### src/rtl/fifo_state_reg.sv
// FIFO control stage: holds state/head/tail/count and turns wr_en/rd_en into the next state. State and strobes settle one edge after a request.
// No backpressure: requests are never stalled. Overflow and underflow show up as wr_err/rd_err and bump saturating counters.
module fifo_state_reg #(
  parameter int ADDR_W    = 3,
  parameter int CNT_W     = 4,
  parameter int ERR_CNT_W = 8
) (
  input  logic                 clk,
  input  logic                 reset_n,
  input  logic                 wr_en,
  input  logic                 rd_en,
  input  logic                 err_clr,
  input  logic [ADDR_W-1:0]    next_head,
  input  logic [ADDR_W-1:0]    next_tail,
  input  logic [CNT_W-1:0]     next_data_count,
  output logic [2:0]           state,
  output logic [ADDR_W-1:0]    head,
  output logic [ADDR_W-1:0]    tail,
  output logic [CNT_W-1:0]     data_count,
  output logic                 full,
  output logic                 empty,
  output logic                 wr_ack,
  output logic                 wr_err,
  output logic                 rd_ack,
  output logic                 rd_err,
  output logic [ERR_CNT_W-1:0] wr_err_cnt,
  output logic [ERR_CNT_W-1:0] rd_err_cnt
);

  typedef enum logic [2:0] {
    INIT     = 3'b000,
    NO_OP    = 3'b001,
    WRITE    = 3'b010,
    WR_ERROR = 3'b011,
    READ     = 3'b100,
    RD_ERROR = 3'b101
  } fifo_state_t;

  localparam logic [CNT_W-1:0] DEPTH = CNT_W'(1 << ADDR_W);

  logic [2:0] state_q;
  logic [2:0] state_d;
  logic       legal_state;

  assign legal_state = (state_q == INIT)  || (state_q == NO_OP)    ||
                       (state_q == WRITE) || (state_q == WR_ERROR) ||
                       (state_q == READ)  || (state_q == RD_ERROR);

  // Decide on the occupancy after the in-flight operation, so back-to-back
  // requests see the count they will actually act on. Counts above DEPTH
  // fall naturally into "full" for writes and "non-empty" for reads.
  always_comb begin
    state_d = NO_OP;
    if (!legal_state) begin
      state_d = INIT;
    end else if (wr_en && !rd_en) begin
      state_d = (next_data_count < DEPTH) ? WRITE : WR_ERROR;
    end else if (rd_en && !wr_en) begin
      state_d = (next_data_count != '0) ? READ : RD_ERROR;
    end
  end

  always_ff @(posedge clk or negedge reset_n) begin
    if (!reset_n) begin
      state_q <= INIT;
      wr_ack  <= 1'b0;
      wr_err  <= 1'b0;
      rd_ack  <= 1'b0;
      rd_err  <= 1'b0;
    end else begin
      state_q <= state_d;
      wr_ack  <= (state_d == WRITE);
      wr_err  <= (state_d == WR_ERROR);
      rd_ack  <= (state_d == READ);
      rd_err  <= (state_d == RD_ERROR);
    end
  end

  assign state = state_q;

  // Pointers are owned by the calculator; this stage only times them.
  always_ff @(posedge clk or negedge reset_n) begin
    if (!reset_n) begin
      head       <= '0;
      tail       <= '0;
      data_count <= '0;
    end else begin
      head       <= next_head;
      tail       <= next_tail;
      data_count <= next_data_count;
    end
  end

  assign full  = (data_count == DEPTH);
  assign empty = (data_count == '0);

  always_ff @(posedge clk or negedge reset_n) begin
    if (!reset_n) begin
      wr_err_cnt <= '0;
      rd_err_cnt <= '0;
    end else if (err_clr) begin
      wr_err_cnt <= '0;
      rd_err_cnt <= '0;
    end else begin
      if ((state_q == WR_ERROR) && (wr_err_cnt != '1)) begin
        wr_err_cnt <= wr_err_cnt + 1'b1;
      end
      if ((state_q == RD_ERROR) && (rd_err_cnt != '1)) begin
        rd_err_cnt <= rd_err_cnt + 1'b1;
      end
    end
  end

  strobe_onehot: assert property (@(posedge clk) disable iff (!reset_n)
    $onehot0({wr_ack, wr_err, rd_ack, rd_err}));

endmodule

### config.mk
export PLATFORM = sky130hd
export DESIGN_NAME = fifo_state_reg
export DESIGN_NICKNAME = d
export VERILOG_FILES = /design/src/rtl/fifo_state_reg.sv
export SDC_FILE = /design/constraint.sdc
export NUM_CORES = 1
export LEC_CHECK = 0
export BUFFER_PORTS_ARGS = -buffer_cell sky130_fd_sc_hd__clkbuf_2
export CORE_UTILIZATION = 45
export CTS_CLUSTER_DIAMETER = 80
export DETAILED_ROUTE_END_ITERATION = 8
export PLACE_DENSITY = 0.72
export SYNTH_ARGS = -nofsm -noshare
export SYNTH_HDL_FRONTEND = slang
export SYNTH_SLANG_ARGS = --single-unit
export TNS_END_PERCENT = 20
### constraint.sdc
create_clock -name clk -period 2.8 [get_ports clk]
set_input_delay 0.28 -clock clk [delete_from_list [all_inputs] [get_ports clk]]
set_output_delay 0.28 -clock clk [all_outputs]
set_load 0.01 [all_outputs]
-- After elaboration in Yosys (flattened, before gate mapping)
Index checks and enable logic that the tools add are counted.
W data, S select, Z words.
- add/sub/neg operators: 2
- $lt $le $gt $ge: 1
- equal/unequal tests: 12
- muxes and demuxes: 9
- reduce and logical (&&, ||, !) cells: 16
- operators with widths (cell ; count):
    $mux W8 ; 4
    $add A8 B1 Y8 const B ; 2
    $ne A8 B8 Y1 const B ; 2
    $eq A3 B2 Y1 const B ; 4
    $eq A3 B3 Y1 const B ; 4
    $mux W3 ; 3
    $logic_or A1 B1 Y1 ; 5
    $eq A4 B4 Y1 const B ; 1
    $logic_and A1 B1 Y1 ; 4
    $logic_not A4 Y1 ; 1
    $lt A4 B4 Y1 const B ; 1
    $reduce_bool A2 Y1 ; 2
    $reduce_bool A4 Y1 ; 1
    $eq A3 B1 Y1 const B ; 1
    $logic_not A3 Y1 ; 1
    $logic_not A1 Y1 ; 2
    $mux W1 ; 2
- bits in registers: 33
- input port bits: 15
- output and inout bits: 35
- logic and storage cells: 50

-- Depth between registers and ports, before layout
Gate-level depths: netlist of run 1.
- word-level depth: 8
- gate-level depth with buffers: 5

-- Worst setup path after synthesis of run 1
No wires, ideal clock.
- path kind: reg2reg
- start point: register wr_err_cnt[0]
- end point: register wr_err_cnt[0]
- setup time: 125 ps
- data arrival time: 1453 ps
- setup slack: 1222 ps
- stages on the path, launching flop included: 5
- period minus slack after synthesis: 1578 ps
- path through: dfrtp_1 ha_1 and3_1 a21oi_1 mux2_2
- cells in the longest elaborated chain, start to end: 3
- elaborated cells between the ends (all ways): 6
- classes of those cells: add/sub: 1; eq/ne: 1; mux: 2; reduce/logical: 2
- ends and longest elaborated chain (item ; RTL line ; text):
    from (decl) ; 26 ; output logic [ERR_CNT_W-1:0] wr_err_cnt,
    from (signal assigned) ; 106 ; wr_err_cnt <= wr_err_cnt + 1'b1;
    $add A8 B1 Y8 / $ne A8 B8 Y1 (equally long branches) ; 106, 105 ;
    $mux W8 / $logic_and A1 B1 Y1 (equally long branches) ; 105 ; if ((state_q == WR_ERROR) && (wr_err_cnt != '1)) begin
    $mux W8 / $reduce_bool A2 Y1 (equally long branches) ; -- ;
Parallel ways exist; a longest one is shown, timed or not. The select of a mux whose other input is x is not followed.
A chain may end at the register's enable or synchronous reset.

-- Worst setup path after layout of run 1
Same ends and word-level chain as after synthesis.

==> results_dict.tcl, run 1 <==
set metrics [dict create \
    status "completed" \
    drt-pass1-iter-count 4 \
    grt.overflow.total 0 \
    slowest_stage "dfrtp_1" \
    cp_top_family "flip-flops" \
    clockRootBuffer "clkbuf_4" \
    io_buffers 49 \
    tightest_slew_ns 0.787 \
    diodes 0 \
    final_area_mm2 0.00186 \
    layout_setup_ws_ns 1.15 \
    grt_antenna_before_repair 0 \
    path_buf_inv 0 \
    r2r_cells 4 \
    cts_sinks 33 \
    slew_viol_final 0 \
    tns_ns 0 \
    cts_buffers 5 \
    grtUsageTotal_pct 19.6 \
    max-vdd-ir-drop_mv 0.320 \
    worstReg2RegStart "wr_err_cnt[0]" \
    cp_data_required_time_ns 3.02 \
    ctsHoldBuffers 0 \
    ioPinCount 50 \
    tritoncts "built" \
    place_ws_ns 1.15 \
    critical_path_arrival_ns 1.88 \
    yosysTopAreaCellShare_pct 55.0 \
    grt_pass1_wl_um 5050 \
    setup.worst_path.start "wr_err_cnt[0]" \
    worst_hold_slack_ns 0.00346 \
    syn-cell-area_mm2 0.00150 \
    htreeDepth 2 \
    worstPathCellList "ha_1 > and3_1 > a21oi_1 > mux2_2" \
    synth_warnings 0 \
    synth_edf_count 0 \
    path_class "flop to flop" \
    clock_path_buffers 2 \
    layout-drive-gt1-share_pct 34.8 \
    async_flop_share_pct 100 \
    rsz0062_at_grt "false" \
    viasPerCell 5.51 \
    syn_inst 129 \
    fin_nets 197 \
    routed_wl_um 3080 \
    slowest_delay_ns 0.44 \
    ys.flop_type "dfrtp_1" \
    total_power_uw 936 \
    gp_congestion 0.846 \
    slew_headroom_pct 47.5 \
    core-area_mm2 0.00310 \
    finalCritPeriodShare_pct 59.0 \
    die_h_um 59.7 \
    syn_nets 146 \
    dieArea_mm2 0.00357 \
    cts_resized 0 \
    ys_ff_latch 33 \
    start_kind "flop" \
    powerDensity_mw_per_mm2 504 \
    cp_max_fo 6 \
    fmax_mhz 605 \
    place_hpwl_um 2190 \
    skew_ns 0.00533 \
    synth.distinct_cells 36 \
    grt_max_degree 34 \
    ant_nets 0 \
    initialDrtViolationCount 49 \
    drc 0 \
    place_area_mm2 0.00177 \
    worstSetupPathDepth 4 \
    cap_viol_max_count 0 \
    start_util_pct 48.3 \
    routedWlPerCell_um 13.7 \
    setup_violations 0 \
    syn2layout_area_growth_pct 23.7 \
    ys_seq_area_share_pct 55.0 \
    via_count 1240 \
    crit_path_end_kind "flop" \
    hold_viol 0 \
    reg2reg_slack_ns 1.15 \
    dieWidth_um 59.7 \
    yosysTopAreaCell "dfrtp_1" \
    clk_latency_ns 0.33 \
    hp-class "primary input to async pin" \
    netlist_top_cells_area "dfrtp_1 55%, a21oi_1 3.7%, a211oi_1 3.0%" \
    p_leak_uw 0.000894 \
    cts.clk_slew.worst_paths_ns 0.11 \
    cts_setup_buffers 0 \
    period_minus_slack_ns 1.65 \
    synth_area_per_cell_um2 11.6 \
    row_count 20 \
    grt_pass1_vias 1120 \
]
## through the flow
stage	utilization, %	instances
after CTS	59.8	225
after detailed placement	57.1	217
final	59.8	225
after global routing	59.8	225
after floorplan	-	129
after global placement	57.1	217
## layer usage
layer | track usage (%) | share of wire, %
met1 | 22.8 | 43
met3 | 7.79 | 6.6
met4 | 9.30 | 1.6
met5 | 0 | 0
met2 | 31.6 | 49
## flip-flops by register name, indices dropped and copies added (netlist names)
signal	cells
data_count	4
head	3
rd_ack	1
rd_err	1
rd_err_cnt	8
state	3
tail	3
wr_ack	1
wr_err	1
wr_err_cnt	8
## placed cells by master (no fill, tap or decap), types with 2 or more instances in the layout
master / instances
nor2b_1: 6
a31oi_1: 3
nor2_1: 6
nand3_1: 3
a21oi_1: 11
a311oi_1: 2
and3_1: 2
a41oi_1: 2
and3b_1: 2
and4b_1: 3
dfrtp_1: 33
and4_1: 5
ha_1: 2
mux2_2: 3
clkbuf_2: 49
a211oi_1: 6
nor4_1: 3
and2_1: 2
mux2i_1: 2
clkbuf_4: 5
nand2_1: 3
nand2b_1: 7
nor3_1: 5
inv_1: 3
## synth_stat cells (2+ instances only)
library cell and number:
a31oi_1 3, and2_1 2, mux2_2 3, nand2_1 3, dfrtp_1 33, nand3_1 3, nor4_1 3, and3b_1 2
a41oi_1 2, nor2_1 6, nor3_1 5, and4b_1 3, nand2b_1 7, clkbuf_1 2, mux2i_1 2, a211oi_1 6
and4_1 5, nor2b_1 6, ha_1 2, a311oi_1 2, and3_1 2, a21oi_1 11, inv_1 3
## where the power goes
part / internal, uW / switching [uW]
logic: 31.4 / 42.2
registers: 491 / 14.2
clock network: 189 / 168
total: 711 / 224
## final cells by class
| cell class | instances | area (um2) |
|---|---|---|
| clock buffers | 5 | 37.5 |
| clock inverters | 3 | 46.3 |
| fillers | 301 | 1250 |
| inverters | 3 | 11.3 |
| multi-input cells | 88 | 634 |
| flip-flops and latches | 33 | 826 |
| well taps | 44 | 55.1 |
| repair buffers | 49 | 245 |
## cells by family after synthesis
family	count (synthesis)	synth area share [%]
buffers and inverters	8	2.67
muxes	6	4.34
AOI/OAI and AO/OA	29	14.0
adders and majority gates	2	1.67
and+or+nand+nor	51	22.3
DFF	33	55.0
## path summary, 6_finish.rpt
check | endpoint
max in group asynchronous | wr_err_cnt[0]
setup reg to reg | wr_err_cnt[0]
min in group clk | tail[0]
hold reg to reg | wr_err_cnt[1]
hold / removal | rd_err_cnt[5]
setup / recovery | wr_err_cnt[0]
Note: power is estimated with default switching activity, not from simulation.
==> run 2, diff against run 1 <==
--- a/config.mk
+++ b/config.mk
@@ -6,10 +6,10 @@
 export NUM_CORES = 1
 export LEC_CHECK = 0
 export BUFFER_PORTS_ARGS = -buffer_cell sky130_fd_sc_hd__clkbuf_2
-export CORE_UTILIZATION = 45
+export CORE_UTILIZATION = 44
 export CTS_CLUSTER_DIAMETER = 80
 export DETAILED_ROUTE_END_ITERATION = 8
-export PLACE_DENSITY = 0.72
+export PLACE_DENSITY = 0.74
 export SYNTH_ARGS = -nofsm -noshare
 export SYNTH_HDL_FRONTEND = slang
 export SYNTH_SLANG_ARGS = --single-unit
==> constraint.sdc (replaced) <==
create_clock -name clk -period 1.4 [get_ports clk]
set_input_delay 0.14 -clock clk [delete_from_list [all_inputs] [get_ports clk]]
set_output_delay 0.14 -clock clk [all_outputs]
set_load 0.01 [all_outputs]
==> results_dict.tcl, run 2 (synthesized netlist as in run 1, its figures left out) <==
set metrics [dict create \
    setup_violations 2 \
    diodes 0 \
    cts_buffers 5 \
    grt_pass1_vias 1392 \
    ioPinCount 50 \
    final_area_mm2 0.00226 \
    core-area_mm2 0.00315 \
    finalCritPeriodShare_pct 102 \
    place_hpwl_um 2650 \
    skew_ns 0.00464 \
    dieArea_mm2 0.00365 \
    critical_path_arrival_ns 1.66 \
    tightest_slew_ns 0.424 \
    cap_viol_max_count 0 \
    cp_top_family "flip-flops" \
    fin_nets 239 \
    htreeDepth 2 \
    final_common_cell "clkbuf_2" \
    status "finished, violations left" \
    slowest_delay_ns 0.41 \
    dieWidth_um 60.4 \
    via_count 1407 \
    routedWlPerCell_um 14.9 \
    tns_ns -0.0363 \
    hold_viol 0 \
    clk_latency_ns 0.34 \
    layoutNonFillerInstCount 266 \
    clock_path_buffers 2 \
    layout-drive-gt1-share_pct 48.2 \
    grt.overflow.total 0 \
    start_util_pct 47.6 \
    drc 0 \
    rsz0062_at_grt "true" \
    cts_sinks 33 \
    start_kind "flop" \
    crit_path_end_kind "flop" \
    ant_nets 0 \
    worst_hold_slack_ns 0.0730 \
    top_regs "rd_err_cnt (8), wr_err_cnt (8), data_count (4)" \
    violations "negative setup slack" \
    min_from "rd_en" \
    die_h_um 60.4 \
    slowest_stage "dfrtp_1" \
    powerDensity_mw_per_mm2 849 \
    p_leak_uw 0.00112 \
    row_count 20 \
    slew_headroom_pct 71.7 \
    drt-pass1-iter-count 4 \
    syn2layout_area_growth_pct 50.8 \
    path_class "flop to flop" \
    setup.worst_path.start "rd_err_cnt[1]" \
    grtUsageTotal_pct 24.1 \
    fillers 247 \
    dp.cells 244 \
    gp_congestion 0.858 \
    grt_pass1_wl_um 6230 \
    worstPathCellList "ha_4 > nand2_4 > a2111oi_4 > mux2_4" \
    period_minus_slack_ns 1.42 \
    max-vdd-ir-drop_mv 0.903 \
    final_cell_mix "47 x clkbuf_2, 31 x dfrtp_1, 31 x buf_4" \
    worstReg2RegStart "rd_err_cnt[1]" \
    grt_max_degree 34 \
    io_buffers 49 \
    slew_viol_final 0 \
    place_area_mm2 0.00198 \
    grt_antenna_before_repair 0 \
    routed_wl_um 3970 \
    cp_max_fo 3 \
    viasPerCell 5.29 \
    cts.clk_slew.worst_paths_ns 0.10 \
    fmax_mhz 702 \
    cp_data_required_time_ns 1.64 \
    clockRootBuffer "clkbuf_4" \
    hp-class "primary input to flop" \
    layout_setup_ws_ns -0.0246 \
    path_buf_inv 0 \
    initialDrtViolationCount 66 \
    tritoncts "built" \
]
[run 2: metal layers]
layer,up-vias,global-route usage (%),routed length (um)
met5,-,0,0
li1,674,-,-
met4,0,12.6,70
met3,8,4.48,138
met1,686,27.7,1630
met2,39,42.4,2140
[run 2: final timing paths]
check	cells after the start	end	slack [ns]
min in group asynchronous	3	tail[2]	0.34
min reg2reg	2	state[0]	0.61
max	4	rd_err_cnt[4]	-0.02
max in group asynchronous	3	state[2]	0.73
min	3	state[2]	0.07
max reg2reg	4	rd_err_cnt[4]	-0.02
[run 2: report_power, final]
part	switching (uW)	total [uW]	internal (uW)
clock network	332	695	363
registers	22.2	1010	983
logic	110	220	110
total	464	1920	1460
[run 2: cell type report]
class,count,area (um2),share of cell area [%]
clock inverter,2,35.0,1.55
tap,44,55.1,2.43
timing repair buffer,91,588,26.0
inverter,3,11.3,0.498
sequential,33,828,36.6
multi-input combinational,88,707,31.2
clock buffer,5,37.5,1.66
[run 2: timing repair]
action | in CTS | in global routing
hold buffers | 11 | 0
setup buffers | 2 | 2
pin swaps | 0 | 7
endpoints found under the setup margin | 3 | 11
hold endpoints to repair | 43 | 0
resized for setup | 4 | 15
[run 2: through the flow]
stage               util (%)  worst slack (ns)  total power, uW
global route            71.7           -0.0829             2010
floorplan                  -            -0.133             1100
detailed placement      62.9           -0.0747             1210
CTS                     70.0           -0.0363             1920
global placement        62.9           -0.0118             1200
finish                  71.7           -0.0246             1920
[run 2: worst register-to-register path: stages (launching register included)]
cell and delay, ns:
dfrtp_1 0.41, ha_4 0.16, nand2_4 0.06, a2111oi_4 0.35, mux2_4 0.33
==> run 3, diff against run 2 <==
==> constraint.sdc (replaced) <==
create_clock -name clk -period 1.2 [get_ports clk]
set_input_delay 0.12 -clock clk [delete_from_list [all_inputs] [get_ports clk]]
set_output_delay 0.12 -clock clk [all_outputs]
set_load 0.01 [all_outputs]
==> results_dict.tcl, run 3 (synthesized netlist as in run 1, its figures left out) <==
set metrics [dict create \
    status "finished, violations left" \
    violations "negative setup slack" \
    grt_antenna_before_repair 0 \
    clockRootBuffer "clkbuf_4" \
    viasPerCell 5.48 \
    die_h_um 60.4 \
    routed_wl_um 4510 \
    slew_viol_final 0 \
    top_regs "rd_err_cnt (8), wr_err_cnt (8), data_count (4)" \
    grtUsageTotal_pct 24.2 \
    ioPinCount 50 \
    fmax_mhz 693 \
    cts_buffers 5 \
    r2r_cells 3 \
    tightest_slew_ns 0.394 \
    cts.clk_slew.worst_paths_ns 0.12 \
    rsz0062_at_grt "true" \
    layout-drive-gt1-share_pct 55.5 \
    grt.overflow.total 0 \
    layout_setup_ws_ns -0.243 \
    place_ws_ns -0.241 \
    place_area_mm2 0.00205 \
    place_hpwl_um 2600 \
    holdPathStages 3 \
    cp_max_fo 3 \
    io_buffers 49 \
    total_power_uw 2310 \
    period_minus_slack_ns 1.44 \
    worst_hold_slack_ns 0.0544 \
    cp_data_required_time_ns 1.08 \
    reg2reg_slack_ns -0.21 \
    start_kind "flop" \
    syn2layout_area_growth_pct 59.9 \
    tritoncts "built" \
    path_class "flop to primary output" \
    dieArea_mm2 0.00365 \
    ant_nets 0 \
    fillers 212 \
    routedWlPerCell_um 16.5 \
    powerDensity_mw_per_mm2 962 \
    start_util_pct 47.6 \
    fin_nets 245 \
    final_common_cell "clkbuf_2" \
    hold_viol 0 \
    cap_viol_max_count 0 \
    grt_pass1_wl_um 6330 \
    hp-class "primary input to flop" \
    initialDrtViolationCount 89 \
    setup_violations 18 \
    slew_headroom_pct 73.7 \
    skew_ns 0.00867 \
    dieWidth_um 60.4 \
    row_count 20 \
    p_leak_uw 0.00115 \
    final_area_mm2 0.00240 \
    critical_path_arrival_ns 1.32 \
    cts_sinks 33 \
    clk_latency_ns 0.34 \
    drc 0 \
    final_cell_mix "48 x clkbuf_2, 31 x buf_4, 29 x dfrtp_1" \
    diodes 0 \
    gp_congestion 0.848 \
    crit_path_end_kind "primary output" \
    drt-pass1-iter-count 4 \
    max-vdd-ir-drop_mv 1.16 \
    finalCritPeriodShare_pct 120 \
    htreeDepth 2 \
    clock_path_buffers 2 \
    via_count 1497 \
    core-area_mm2 0.00315 \
    grt_max_degree 33 \
    grt_pass1_vias 1382 \
]
## run 3: cell types whose count changed in the layout (fill, tap and decap cells not counted), moves of 2 or more
cell / delta
dfrtp_1: -2
a211oi_1: -4
a211oi_2: +4
buf_6: +6
dfrtp_2: +2
## run 3: where the power goes
part           switching, uW  total (uW)  internal, uW
clock network            411         852           441
logic                    139         282           143
registers               27.4        1170          1150
total                    577        2310          1730
## run 3: through the flow
| step | TNS (ns) | cells | util [%] |
|---|---|---|---|
| 2_1_floorplan | -1.88 | 129 | - |
| 3_3_place_gp | -1.29 | 253 | 65.0 |
| 3_5_place_dp | -1.77 | 253 | 65.0 |
| 4_1_cts | -1.78 | 272 | 73.0 |
| 5_1_grt | -3.59 | 273 | 76.1 |
| 6_report | -2.13 | 273 | 76.1 |
## run 3: area by class of cell
type / instances / area (um2) / share of cell area [%]
inverter: 3 / 11.3 / 0.469
clock buffer: 5 / 37.5 / 1.56
clock inverter: 3 / 46.3 / 1.93
multi-input combinational: 88 / 762 / 31.8
tap: 44 / 55.1 / 2.30
timing repair buffer: 97 / 656 / 27.3
sequential: 33 / 831 / 34.6
## run 3: worst max-delay path, stage by stage (launching register included)
cell and delay, ns:
dfrtp_1 0.44, nor4_2 0.34, buf_2 0.20
## run 3: worst paths after layout
kind                                      end     startpoint
worst max-delay path                    empty  data_count[3]
worst min-delay path                 state[2]          rd_en
worst max register to register  wr_err_cnt[3]       state[2]
worst min register to register         wr_err       state[1]
max in group asynchronous            state[2]        reset_n
min in group asynchronous             head[2]        reset_n
## run 3: per-layer routing
metal / up-vias / global-route usage [%] / share of wire, %
met5: - / 0 / 0
met4: 0 / 12.6 / 3.6
met3: 16 / 5.54 / 4.2
met2: 54 / 41.3 / 53
met1: 743 / 28.5 / 39
li1: 684 / - / -
## run 3: timing repair
item,4_1_cts,5_1_grt
hold buffers,11,0
pin swaps,7,6
buffers inserted,0,1
endpoints found under the setup margin,21,28
endpoints found under the hold margin,43,0
resized for setup,16,21
